`src/rtl/ipd_stream_arbiter.sv`:
```
// Packet-granular weighted round-robin arbiter sharing one inter-packet-delay stage
// between two AXI4-Stream sources; packets are never interleaved.
module ipd_stream_arbiter #(
    parameter int C_M_AXIS_DATA_WIDTH  = 256,
    parameter int C_S_AXIS_DATA_WIDTH  = 256,
    parameter int C_M_AXIS_TUSER_WIDTH = 128,
    parameter int C_S_AXIS_TUSER_WIDTH = 128,
    parameter int C_S_AXI_DATA_WIDTH   = 32,
    parameter int C_WEIGHT_WIDTH       = 8
) (
    input  logic                                axi_aclk,
    input  logic                                axi_resetn,
    input  logic                                sw_rst,
    input  logic                                arb_en,
    input  logic [C_WEIGHT_WIDTH-1:0]           weight0,
    input  logic [C_WEIGHT_WIDTH-1:0]           weight1,

    input  logic [C_S_AXIS_DATA_WIDTH-1:0]      s_axis0_tdata,
    input  logic [C_S_AXIS_DATA_WIDTH/8-1:0]    s_axis0_tstrb,
    input  logic [C_S_AXIS_TUSER_WIDTH-1:0]     s_axis0_tuser,
    input  logic                                s_axis0_tvalid,
    input  logic                                s_axis0_tlast,
    output logic                                s_axis0_tready,

    input  logic [C_S_AXIS_DATA_WIDTH-1:0]      s_axis1_tdata,
    input  logic [C_S_AXIS_DATA_WIDTH/8-1:0]    s_axis1_tstrb,
    input  logic [C_S_AXIS_TUSER_WIDTH-1:0]     s_axis1_tuser,
    input  logic                                s_axis1_tvalid,
    input  logic                                s_axis1_tlast,
    output logic                                s_axis1_tready,

    output logic [C_M_AXIS_DATA_WIDTH-1:0]      m_axis_tdata,
    output logic [C_M_AXIS_DATA_WIDTH/8-1:0]    m_axis_tstrb,
    output logic [C_M_AXIS_TUSER_WIDTH-1:0]     m_axis_tuser,
    output logic                                m_axis_tlast,
    output logic                                m_axis_tvalid,
    input  logic                                m_axis_tready,

    output logic [C_S_AXI_DATA_WIDTH-1:0]       pkt_cnt0,
    output logic [C_S_AXI_DATA_WIDTH-1:0]       pkt_cnt1
);

    localparam int WW = C_WEIGHT_WIDTH;
    localparam int CW = C_S_AXI_DATA_WIDTH;

    localparam logic [1:0] IDLE = 2'd0;
    localparam logic [1:0] PKT0 = 2'd1;
    localparam logic [1:0] PKT1 = 2'd2;

    logic [1:0]    state;
    logic          ptr;
    logic [WW-1:0] cred;

    logic [WW-1:0] w0_eff;
    logic [WW-1:0] w1_eff;
    logic [WW-1:0] w_grant;
    logic [WW-1:0] base;
    logic [WW-1:0] rem;
    logic          p_valid;
    logic          q_valid;
    logic          grant_src;
    logic          grant_fire;
    logic          pkt_done;
    logic          sel1;

    // Grant decision: the pointed-to source keeps its remaining credit; a fallback
    // grant to the other source starts a fresh turn at its full weight.
    always_comb begin
        w0_eff     = (weight0 == '0) ? WW'(1) : weight0;
        w1_eff     = (weight1 == '0) ? WW'(1) : weight1;
        p_valid    = ptr ? s_axis1_tvalid : s_axis0_tvalid;
        q_valid    = ptr ? s_axis0_tvalid : s_axis1_tvalid;
        grant_src  = p_valid ? ptr : ~ptr;
        grant_fire = (state == IDLE) && arb_en && (p_valid || q_valid);
        w_grant    = grant_src ? w1_eff : w0_eff;
        base       = (p_valid && (cred != '0)) ? cred : w_grant;
        rem        = base - WW'(1);
    end

    // In IDLE the payload mux follows ptr; tvalid is forced low so it is unobservable.
    always_comb begin
        sel1           = (state == PKT1) || ((state != PKT0) && ptr);
        m_axis_tdata   = sel1 ? s_axis1_tdata  : s_axis0_tdata;
        m_axis_tstrb   = sel1 ? s_axis1_tstrb  : s_axis0_tstrb;
        m_axis_tuser   = sel1 ? s_axis1_tuser  : s_axis0_tuser;
        m_axis_tlast   = sel1 ? s_axis1_tlast  : s_axis0_tlast;
        m_axis_tvalid  = ((state == PKT0) && s_axis0_tvalid) ||
                         ((state == PKT1) && s_axis1_tvalid);
        s_axis0_tready = (state == PKT0) && m_axis_tready;
        s_axis1_tready = (state == PKT1) && m_axis_tready;
        pkt_done       = m_axis_tvalid && m_axis_tready && m_axis_tlast;
    end

    always_ff @(posedge axi_aclk or negedge axi_resetn) begin
        if (!axi_resetn) begin
            state    <= IDLE;
            ptr      <= 1'b0;
            cred     <= '0;
            pkt_cnt0 <= '0;
            pkt_cnt1 <= '0;
        end else if (sw_rst) begin
            state    <= IDLE;
            ptr      <= 1'b0;
            cred     <= '0;
            pkt_cnt0 <= '0;
            pkt_cnt1 <= '0;
        end else begin
            case (state)
                IDLE: begin
                    if (grant_fire) begin
                        state <= grant_src ? PKT1 : PKT0;
                        if (rem == '0) begin
                            ptr  <= ~grant_src;
                            cred <= '0;
                        end else begin
                            ptr  <= grant_src;
                            cred <= rem;
                        end
                    end
                end
                PKT0: begin
                    if (pkt_done) begin
                        pkt_cnt0 <= pkt_cnt0 + CW'(1);
                        state    <= IDLE;
                    end
                end
                PKT1: begin
                    if (pkt_done) begin
                        pkt_cnt1 <= pkt_cnt1 + CW'(1);
                        state    <= IDLE;
                    end
                end
                default: state <= IDLE;
            endcase
        end
    end

endmodule

```
`config.mk`:
```
export PLATFORM = sky130hd
export DESIGN_NAME = ipd_stream_arbiter
export DESIGN_NICKNAME = d
export VERILOG_FILES = /design/src/rtl/ipd_stream_arbiter.sv
export SDC_FILE = /design/constraint.sdc
export NUM_CORES = 1
export LEC_CHECK = 0
export CAP_MARGIN = 0
export CORE_AREA = 2 2 519 521
export CTS_CLUSTER_DIAMETER = 40
export DETAILED_ROUTE_END_ITERATION = 7
export DIE_AREA = 0 0 521 523
export PLACE_DENSITY_LB_ADDON = 0.12
export SLEW_MARGIN = 20
export SYNTH_ARGS = -nofsm -noshare
export SYNTH_HDL_FRONTEND = slang
export SYNTH_SLANG_ARGS = --single-unit
```
`constraint.sdc`:
```
create_clock -name axi_aclk -period 3.5 [get_ports axi_aclk]
set_input_delay 0.875 -clock axi_aclk [delete_from_list [all_inputs] [get_ports axi_aclk]]
set_output_delay 0.875 -clock axi_aclk [all_outputs]
set_load 0.005 [all_outputs]
```
==> summary.md, run 1 <==
| Metric | Value |
|---|---|
| Most frequent cells in the layout | `950 x clkdlybuf4s50_1, 391 x mux2_2, 168 x dlymetal6s2s_1, 132 x dlygate4sd2_1, 95 x buf_4` |
| Setup_tns | `-1.03 ns` |
| Clk buf depth | `2` |
| VDD IR max | `0.364 mV` |
| Xor and xnor area share after synthesis | `0.0598` |
| Largest net degree at the start of global routing | `63` |
| Worst R2R Setup Slack | `0.63 ns` |
| Min setup slack post-route | `-0.0895 ns` |
| Fin crit period | `3.59 ns` |
| Gr ovfl total | `0` |
| Leak | `11.9 nW` |
| Family with the most delay on the worst path | `buffers and inverters` |
| Fin. max-slew vios | `0` |
| Synth area leaders | `mux2_2 52%, dfrtp_1 21%, xor2_1 4.1%` |
| Critical Path Source Type | `flip-flop` |
| Top cell type's share of synthesized area | `0.516` |
| Post-Syn Area | `9080 sq um` |
| Number of buffers created by CTS | `9` |
| Mean area per synthesized cell | `9.70 sq um` |
| First-pass GRT wire length | `239 mm` |
| CTS sink cnt | `75` |
| Library cells used by synthesis | `51` |
| Clock root cell | `clkbuf_16` |
| Register area share after synthesis | `0.207` |
| Met2 wire len | `92.4 mm` |
| Fmax | `279 MHz` |
| Most common cell after layout, fill and taps aside | `clkdlybuf4s50_1` |
| Hold slack | `0.487 ns` |
| Setup Skew | `0.0219 ns` |
| Max transition margin | `0.439` |
| Hold WC Path Type | `primary input to asynchronous set/reset pin` |
| Gp weighted congestion | `0.899` |
| DP HPWL | `190 mm` |
| FF-to-FF path depth | `9` |
| Worst-Margin Slew | `0.833 ns` |
| Largest area contributor in the netlist | `mux2_2` |
| Final wirelength | `207 mm` |
| Mux contribution to synthesized area | `0.522` |
| WL met3 | `24.4 mm` |
| Post-synthesis adder-cell area fraction | `0.00965` |
| Initial Utilization | `0.0340` |
| Post-synthesis simple-gate area fraction | `0.128` |
| Status | `finished, violations left` |
| EDFF count, synth | `0` |
| Ports | `1341` |
| H-tree level count | `3` |
| Detailed-route via count | `15.1k` |
| CP required | `2.62 ns` |
| Initial DRC Count | `903` |
| Die W | `521 um` |
| Synthesized flop and latch total | `75` |
| Final Hold Viols | `0` |
| Final antenna-violating net count | `0` |
| Die area | `272000 sq um` |
| Post-Synthesis Cells | `936` |
| DR top layer | `met5` |
| Peak per-stage delay on the critical path | `0.48 ns` |
| Vias in the first global route | `14.9k` |
| WP data arrival | `2.71 ns` |
| Max cap viols | `0` |
| Buf/Inv on CP | `6` |
| RSZ-0062 raised after global routing | `true` |
| Synth Area in Compound Gates | `0.0433` |
| Net count, final | `3249` |
| FF/Latch Area | `1880 sq um` |
| Via density | `2.52` |
| Multi-input gate area | `7060 sq um` |
| CP Class | `flip-flop to output pin` |
| Power per cell area | `636 nW/um^2` |
| Main combinational cell family by area after synthesis | `multiplexers` |
| # setup viols final | `32` |
| Worst-path clk slew | `0.08 ns` |
| Initial DRT Pass Iterations | `7` |
| Port-buffer cells | `1340` |
| CP Capture Type | `output pin` |
| Met1 WL | `86.9 mm` |
| Die H | `523 um` |
| Reg-to-Reg Start | `pkt_cnt0[6]` |
| Initial antenna violation count | `292` |
| Core Area | `267000 sq um` |
| Cells along the critical path | `inv_2 -> ha_4 -> nor2b_4 -> nor2_4 -> buf_6 -> buf_16 -> buf_4 -> buf_16 -> mux2_2 -> clkdlybuf4s50_1` |
| Period utilisation layout | `1.03` |
| Violated checks | `setup timing` |
| FFs w/ async S/R, synth | `1.00` |
| Yosys warns | `0` |
| Critical path fanouts, max | `16` |
| Critical path depth | `10` |
| Rows | `190` |
| Clk_lat worst skew | `0.39 ns` |
| Hold buffers post-CTS | `0` |
| Fill cell total of the finished layout | `30.7k` |
| Area Growth Syn to Fin | `225%` |
| Worst path most repeated cell | `buf_16` |
| Routed wire per std cell | `34.5 um` |
| Final Util | `0.111` |
| Main synth FF type | `dfrtp_1` |
| Share of layout cells above drive strength 1 | `0.280` |
| Slowest CP cell | `clkdlybuf4s50_1` |
| CTS tree | `done` |
| GRT Overall Usage | `0.145` |
| Mapped Nets | `1800` |
| Remaining DRCs | `0` |
| Reg-to-reg endpoint | `pkt_cnt0[22]` |
-- timing repair --
action | CTS | global route
buffers inserted | 29 | 39
endpoints found under the setup margin | 405 | 344
resized for setup | 294 | 317
cloned | 19 | 6
-- synth_stat cells (all sizes together) (4+ instances only) --
| cell | count |
|---|---|
| a31oi | 7 |
| nor4 | 4 |
| nand3 | 36 |
| nor3 | 12 |
| ha | 7 |
| xnor2 | 20 |
| nor2 | 91 |
| clkbuf | 51 |
| nand2 | 42 |
| mux2 | 416 |
| o21ai | 17 |
| xor2 | 42 |
| inv | 14 |
| and3 | 5 |
| a21oi | 13 |
| or3 | 7 |
| buf | 9 |
| mux2i | 5 |
| dfrtp | 75 |
| a211oi | 10 |
| and2 | 6 |
| and4 | 5 |
| nand4 | 17 |
-- power breakdown --
| group | leakage (nW) | switching, W | internal (W) |
|---|---|---|---|
| logic | 10.7 | 0.00706 | 0.00964 |
| clock network | 0.150 | 0.000524 | 0.000560 |
| registers | 1.04 | 0.0000689 | 0.000911 |
| total | 11.9 | 0.00766 | 0.0111 |
-- routing by layer --
layer  vias up  GRT usage
met1      7055      0.180
met3       373     0.0729
met2      1189      0.232
met4        76    0.00851
met5         -          0
li1       6388          -
-- cell families (layout without fill, tap and decap cells) --
family | after synthesis | in the layout
flops | 75 | 75
fa+ha+maj | 7 | 7
xor+xnor | 62 | 62
compound gates | 61 | 61
mux | 421 | 421
buf+inv | 74 | 1528
simple gates | 236 | 236
other cells | 0 | 47
-- layout make-up --
class / count / share of cell area
Clock inverter: 7 / 0.00254
Clock buffer: 9 / 0.00763
Timing Repair Buffer: 1498 / 0.531
Inverter: 14 / 0.00178
Multi-Input combinational cell: 787 / 0.239
Tap cell: 3552 / 0.151
Antenna cell: 47 / 0.00399
Sequential cell: 75 / 0.0636
-- flip-flops by register name (all words and copies together), names as in the netlist --
| name | flops |
|---|---|
| pkt_cnt0 | 32 |
| pkt_cnt1 | 32 |
| cred | 8 |
| state | 2 |
| ptr | 1 |
-- worst register-to-register path: cells and delay by family (launching register included) --
| kind | cells | cell delay (ns) |
|---|---|---|
| flip-flops | 1 | 0.49 |
| buffers and inverters | 2 | 0.38 |
| XOR/XNOR | 1 | 0.11 |
| AND/OR/NAND/NOR | 5 | 1.50 |
| AO/OA/AOI/OAI | 1 | 0.25 |
-- metrics by stage --
stage,area [sq um],setup slack (ns),instances,total power (W)
floorplan,9080,0.452,936,0.00637
global placement,27400,0.0418,5835,0.0156
detailed placement,27400,0.00331,5835,0.0154
CTS,28600,-0.213,5899,0.0184
global route,29400,-0.229,5946,0.0199
finish,29500,-0.0895,5989,0.0188
-- worst max-delay path by stage --
| stage | from | to | slack, ns |
|---|---|---|---|
| 2_1_floorplan | state[1] | m_axis_tuser[100] | 0.45 |
| 3_3_place_gp | s_axis0_tvalid | ptr | 0.04 |
| 3_5_place_dp | s_axis0_tvalid | ptr | 0.003 |
| 4_1_cts | state[0] | m_axis_tdata[18] | -0.21 |
| 5_1_grt | state[1] | m_axis_tdata[99] | -0.23 |
| 6_report | state[1] | m_axis_tdata[99] | -0.09 |
Power figures use the tool's default switching activity.
==> run 2, diff against run 1 <==
--- a/config.mk
+++ b/config.mk
@@ -10,6 +10,7 @@
 export CTS_CLUSTER_DIAMETER = 40
 export DETAILED_ROUTE_END_ITERATION = 7
 export DIE_AREA = 0 0 521 523
+export GPL_TIMING_DRIVEN = 0
 export PLACE_DENSITY_LB_ADDON = 0.12
 export SLEW_MARGIN = 20
 export SYNTH_ARGS = -nofsm -noshare
==> summary.md, run 2 (synthesized netlist as in run 1, its figures left out) <==
| Metric | Value |
|---|---|
| Status | `finished, violations left` |
| Violated checks | `setup timing` |
| Leak | `12.9 nW` |
| Hold buffers post-CTS | `0` |
| Most frequent cells in the layout | `928 x clkdlybuf4s50_1, 281 x mux2_2, 144 x buf_6, 135 x mux2_4, 134 x dlymetal6s2s_1` |
| Setup Skew | `0.0117 ns` |
| Clock root cell | `clkbuf_16` |
| Fmax | `282 MHz` |
| Initial Utilization | `0.0340` |
| Setup_tns | `-0.285 ns` |
| Placed cell area | `27000 sq um` |
| Vias in the first global route | `15.1k` |
| Hold slack | `0.369 ns` |
| FF/Latch Area | `1880 sq um` |
| Largest net degree at the start of global routing | `51` |
| Final Hold Viols | `0` |
| Area Growth Syn to Fin | `241%` |
| Cells along the critical path | `inv_2 -> ha_4 -> nor2b_4 -> nor2_4 -> buf_12 -> clkbuf_16 -> clkbuf_16 -> buf_12 -> clkbuf_16 -> mux2_4 -> buf_6` |
| Peak per-stage delay on the critical path | `0.40 ns` |
| Die area | `272000 sq um` |
| Min setup slack post-route | `-0.0485 ns` |
| Rows | `190` |
| VDD IR max | `0.365 mV` |
| CTS tree | `done` |
| Max transition margin | `0.349` |
| Power per cell area | `739 nW/um^2` |
| Most common cell after layout, fill and taps aside | `clkdlybuf4s50_1` |
| Initial DRT Pass Iterations | `4` |
| Ports | `1341` |
| Via density | `2.52` |
| WP data arrival | `2.67 ns` |
| Number of buffers created by CTS | `9` |
| Dpl cells | `5829` |
| CP required | `2.62 ns` |
| First-pass GRT wire length | `247 mm` |
| Max cap viols | `0` |
| Worst-Margin Slew | `0.977 ns` |
| Fin crit period | `3.55 ns` |
| DP HPWL | `199 mm` |
| Die W | `521 um` |
| Gp weighted congestion | `0.871` |
| Buf/Inv on CP | `7` |
| Critical Path Source Type | `flip-flop` |
| Port-buffer cells | `1339` |
| Remaining DRCs | `0` |
| Gr ovfl total | `0` |
| Largest regs | `pkt_cnt0 (32), pkt_cnt1 (32), cred (8)` |
| # setup viols final | `12` |
| Routed wire per std cell | `35.8 um` |
| Family with the most delay on the worst path | `buffers and inverters` |
| Final wirelength | `217 mm` |
| Slowest CP cell | `dfrtp_1` |
| RSZ-0062 raised after global routing | `true` |
| Fill cell total of the finished layout | `30.7k` |
| Clk_lat worst skew | `0.38 ns` |
| CP Class | `flip-flop to output pin` |
| Fin. max-slew vios | `0` |
| Share of layout cells above drive strength 1 | `0.373` |
| CTS sink cnt | `75` |
| Hold WC Path Type | `primary input to asynchronous set/reset pin` |
| Worst path most repeated cell | `clkbuf_16` |
| Final antenna-violating net count | `0` |
| Period utilisation layout | `1.01` |
| Cell Count, Final, Fillers Out | `6060` |
| Critical path fanouts, max | `7` |
| Die H | `523 um` |
| Net count, final | `3332` |
| GRT Overall Usage | `0.150` |
| Worst-path clk slew | `0.08 ns` |
| Final instance area | `30900 sq um` |
| Setup WS pre-CTS | `-2.68 ns` |
| CP Capture Type | `output pin` |
| Clk buf depth | `2` |
| H-tree level count | `3` |
| Initial antenna violation count | `280` |
| Initial DRC Count | `757` |
| Detailed-route via count | `15.3k` |
| Core Area | `267000 sq um` |
| Multi-input gate area | `7510 sq um` |
## run 2: metal layers
| layer | part of all wire | GRT usage | routed length [um] | up-vias |
|---|---|---|---|---|
| met5 | 0.0020 | 0 | 431 | - |
| met4 | 0.018 | 0.00961 | 3810 | 64 |
| met3 | 0.10 | 0.0651 | 22000 | 365 |
| met2 | 0.45 | 0.246 | 98500 | 1152 |
| met1 | 0.42 | 0.189 | 92100 | 7165 |
| li1 | - | - | - | 6534 |
## run 2: report_power, final
| part | total (W) | switching, W | internal [W] | leakage (nW) |
|---|---|---|---|---|
| registers | 0.000990 | 0.0000769 | 0.000913 | 1.04 |
| logic | 0.0207 | 0.00856 | 0.0122 | 11.7 |
| clock network | 0.00114 | 0.000487 | 0.000652 | 0.160 |
| total | 0.0229 | 0.00912 | 0.0137 | 12.9 |
## run 2: final timing paths
path,startpoint,to,slack (ns),cells past startpoint
worst min-delay path,axi_resetn,pkt_cnt1[9],0.37,1
max in group asynchronous,axi_resetn,pkt_cnt0[16],2.49,2
worst max-delay path,state[1],m_axis_tstrb[8],-0.05,11
worst min register to register,pkt_cnt1[31],pkt_cnt1[31],0.55,2
min in group axi_aclk,pkt_cnt1[31],pkt_cnt1[31],0.55,2
worst max register to register,state[1],pkt_cnt0[31],0.44,11
## run 2: final cells by class
| type | instances | share of cell area |
|---|---|---|
| Clock buffer | 10 | 0.00772 |
| Sequential cell | 75 | 0.0607 |
| Multi-Input combinational cell | 787 | 0.243 |
| Tap cell | 3552 | 0.144 |
| Timing Repair Buffer | 1525 | 0.503 |
| Inverter | 14 | 0.00170 |
| Antenna cell | 35 | 0.00283 |
| Clock inverter | 6 | 0.00303 |
| Buffer | 56 | 0.0344 |
## run 2: stage by stage
stage          utilization  power (W)
5_1_grt              0.116     0.0240
3_3_place_gp         0.101     0.0160
3_5_place_dp         0.101     0.0158
4_1_cts              0.107     0.0198
2_1_floorplan            -    0.00637
6_report             0.116     0.0229
## run 2: timing repair
action	CTS	global route
resized for setup	1059	641
buffers inserted	61	104
endpoints found under the setup margin	436	415
pin swaps	2	3
gates cloned	7	16
==> run 3, diff against run 2 <==
--- a/config.mk
+++ b/config.mk
@@ -11,7 +11,8 @@
 export DETAILED_ROUTE_END_ITERATION = 7
 export DIE_AREA = 0 0 521 523
 export GPL_TIMING_DRIVEN = 0
-export PLACE_DENSITY_LB_ADDON = 0.12
+export PLACE_DENSITY = 0.33
+export RECOVER_POWER = 25
 export SLEW_MARGIN = 20
 export SYNTH_ARGS = -nofsm -noshare
 export SYNTH_HDL_FRONTEND = slang
==> constraint.sdc (replaced) <==
create_clock -name axi_aclk -period 3.5 [get_ports axi_aclk]
set_input_delay 0.35 -clock axi_aclk [delete_from_list [all_inputs] [get_ports axi_aclk]]
set_output_delay 0.35 -clock axi_aclk [all_outputs]
set_load 0.005 [all_outputs]
==> summary.md, run 3 (synthesized netlist as in run 1, its figures left out) <==
| Metric | Value |
|---|---|
| Initial antenna violation count | `295` |
| Setup Skew | `0.0149 ns` |
| Routed wire per std cell | `38.6 um` |
| WL met3 | `26.5 mm` |
| Worst R2R Setup Slack | `0.32 ns` |
| Final Util | `0.106` |
| Hold slack | `0.549 ns` |
| Flop pwr share | `0.049` |
| Max transition margin | `-0.126` |
| Leak | `10.1 nW` |
| Critical Path Source Type | `flip-flop` |
| Violated checks | `capacitance limit, slew limit` |
| Die W | `521 um` |
| Power Internal | `0.00996 W` |
| Vias in the first global route | `14.6k` |
| # setup viols final | `0` |
| Final wirelength | `229 mm` |
| DR top layer | `met5` |
| Worst-path clk slew | `0.07 ns` |
| Detailed-route via count | `14.9k` |
| GRT Overall Usage | `0.162` |
| Peak per-stage delay on the critical path | `0.69 ns` |
| Clock power frac | `0.061` |
| Remaining DRCs | `0` |
| RSZ-0062 raised after global routing | `true` |
| Initial Utilization | `0.0340` |
| Clk_lat worst skew | `0.41 ns` |
| Core Area | `267000 sq um` |
| Rows | `190` |
| WP data arrival | `3.12 ns` |
| Hold WC Path Type | `flip-flop to flip-flop` |
| Status | `finished, violations left` |
| Met2 wire len | `108 mm` |
| Gr ovfl total | `0` |
| Switching share of power | `0.505` |
| Period utilisation layout | `0.991` |
| Initial DRT Pass Iterations | `7` |
| Fin. max-slew vios | `58` |
| Die H | `523 um` |
| Fmax | `288 MHz` |
| Clock root cell | `clkbuf_16` |
| H-tree level count | `3` |
| Met1 WL | `90.3 mm` |
| Net count, final | `3160` |
| Fin crit period | `3.47 ns` |
| Final antenna-violating net count | `0` |
| Max cap viols | `1` |
| Placed cell area | `27000 sq um` |
| Die area | `272000 sq um` |
| Gp weighted congestion | `0.970` |
| Area Growth Syn to Fin | `212%` |
| CP Capture Type | `output pin` |
| CTS tree | `done` |
| Worst path most repeated cell | `clkbuf_16` |
| Largest net degree at the start of global routing | `58` |
| VDD IR max | `0.266 mV` |
| Share of layout cells above drive strength 1 | `0.243` |
| Via density | `2.50` |
| Port-buffer cells | `1339` |
| Most common cell after layout, fill and taps aside | `clkdlybuf4s50_1` |
| Slowest CP cell | `dlygate4sd2_1` |
| Initial DRC Count | `889` |
| Critical path fanouts, max | `10` |
| Final Hold Viols | `0` |
| CTS sink cnt | `75` |
| CP required | `3.15 ns` |
| DP HPWL | `217 mm` |
| Clk buf depth | `2` |
| Power per cell area | `711 nW/um^2` |
| Final instance area | `28300 sq um` |
| Comb power frac | `0.890` |
| Cells along the critical path | `ha_4 -> nor2b_1 -> nor2_4 -> clkbuf_16 -> buf_4 -> clkbuf_16 -> clkbuf_8 -> mux2_2 -> dlygate4sd2_1` |
| First-pass GRT wire length | `260 mm` |
| Most frequent cells in the layout | `1091 x clkdlybuf4s50_1, 365 x mux2_2, 128 x dlygate4sd2_1, 88 x nor2_1, 75 x dfrtp_1` |
| Number of buffers created by CTS | `9` |
| P_sw | `0.0102 W` |
| Ports | `1341` |
| Worst-Margin Slew | `1.69 ns` |
| CP Class | `flip-flop to output pin` |
| Largest regs | `pkt_cnt0 (32), pkt_cnt1 (32), cred (8)` |
run 3: cell count changes in the layout (fill, tap and decap cells not counted), sizes merged:
| cell | previous run | this run |
|---|---|---|
| dlygate4sd3 | 0 | 65 |
| clkdlybuf4s15 | 23 | 43 |
| bufinv | 2 | 3 |
| buf | 352 | 27 |
| diode | 35 | 86 |
| dlygate4sd2 | 17 | 128 |
| clkdlybuf4s50 | 928 | 1091 |
| clkbuf | 137 | 61 |
| inv | 16 | 15 |
| dlymetal6s2s | 134 | 4 |
run 3: worst max-delay path: cells and delay by family (launching register included):
family,cells,cell delay (ns)
buffers and inverters,5,1.40
DFF,1,0.42
and+or+nand+nor,2,0.40
muxes,1,0.26
adders and majority gates,1,0.19
run 3: power by group through the flow:
stage	logic, W	clock network [W]	registers, W
CTS	0.0185	0.00129	0.000985
detailed placement	0.0176	0	0.000998
global placement	0.0176	0	0.000998
finish	0.0179	0.00122	0.000984
floorplan	0.00539	0	0.000976
global route	0.0186	0.00130	0.000993
run 3: per-stage QoR:
step | total power, W | cells | setup TNS, ns | setup slack, ns
2_1_floorplan | 0.00637 | 936 | 0 | 0.977
3_3_place_gp | 0.0186 | 5827 | -871.36 | -3.25
3_5_place_dp | 0.0186 | 5830 | -338.68 | -1.40
4_1_cts | 0.0207 | 5851 | -0.836 | -0.0971
5_1_grt | 0.0209 | 5862 | -0.0840 | -0.0245
6_report | 0.0201 | 5939 | 0 | 0.0313
run 3: final timing paths:
kind	start	end	cells past startpoint
max	state[0]	m_axis_tuser[62]	9
min in group asynchronous	axi_resetn	pkt_cnt0[10]	2
max in group asynchronous	axi_resetn	pkt_cnt0[20]	3
max reg2reg	state[0]	pkt_cnt0[24]	10
min reg2reg	pkt_cnt0[31]	pkt_cnt0[31]	2
min	pkt_cnt0[31]	pkt_cnt0[31]	2
run 3: metal layers:
| metal | up-vias | GRT usage |
|---|---|---|
| met5 | - | 0 |
| met4 | 148 | 0.0175 |
| met3 | 383 | 0.0788 |
| met2 | 1139 | 0.275 |
| met1 | 6933 | 0.188 |
| li1 | 6248 | - |
run 3: repair_timing:
action                                  4_1_cts  5_1_grt
endpoints found under the setup margin      429       79
endpoints found under the hold margin        18        0
resized for setup                           474       17
setup buffers                                 5        4
pin swaps                                     1        1
hold buffers                                  1        0
run 3: area by class of cell:
class                           instances  area, sq um
Timing Repair Buffer                 1352        13400
Antenna cell                           86          215
Sequential cell                        75         1880
Clock inverter                          6          111
Clock buffer                           10          239
Inverter                               14         52.6
Multi-Input combinational cell        787         7170
Tap cell                             3552         4440
Buffer                                 57          766
Fill cell                           30786       239000
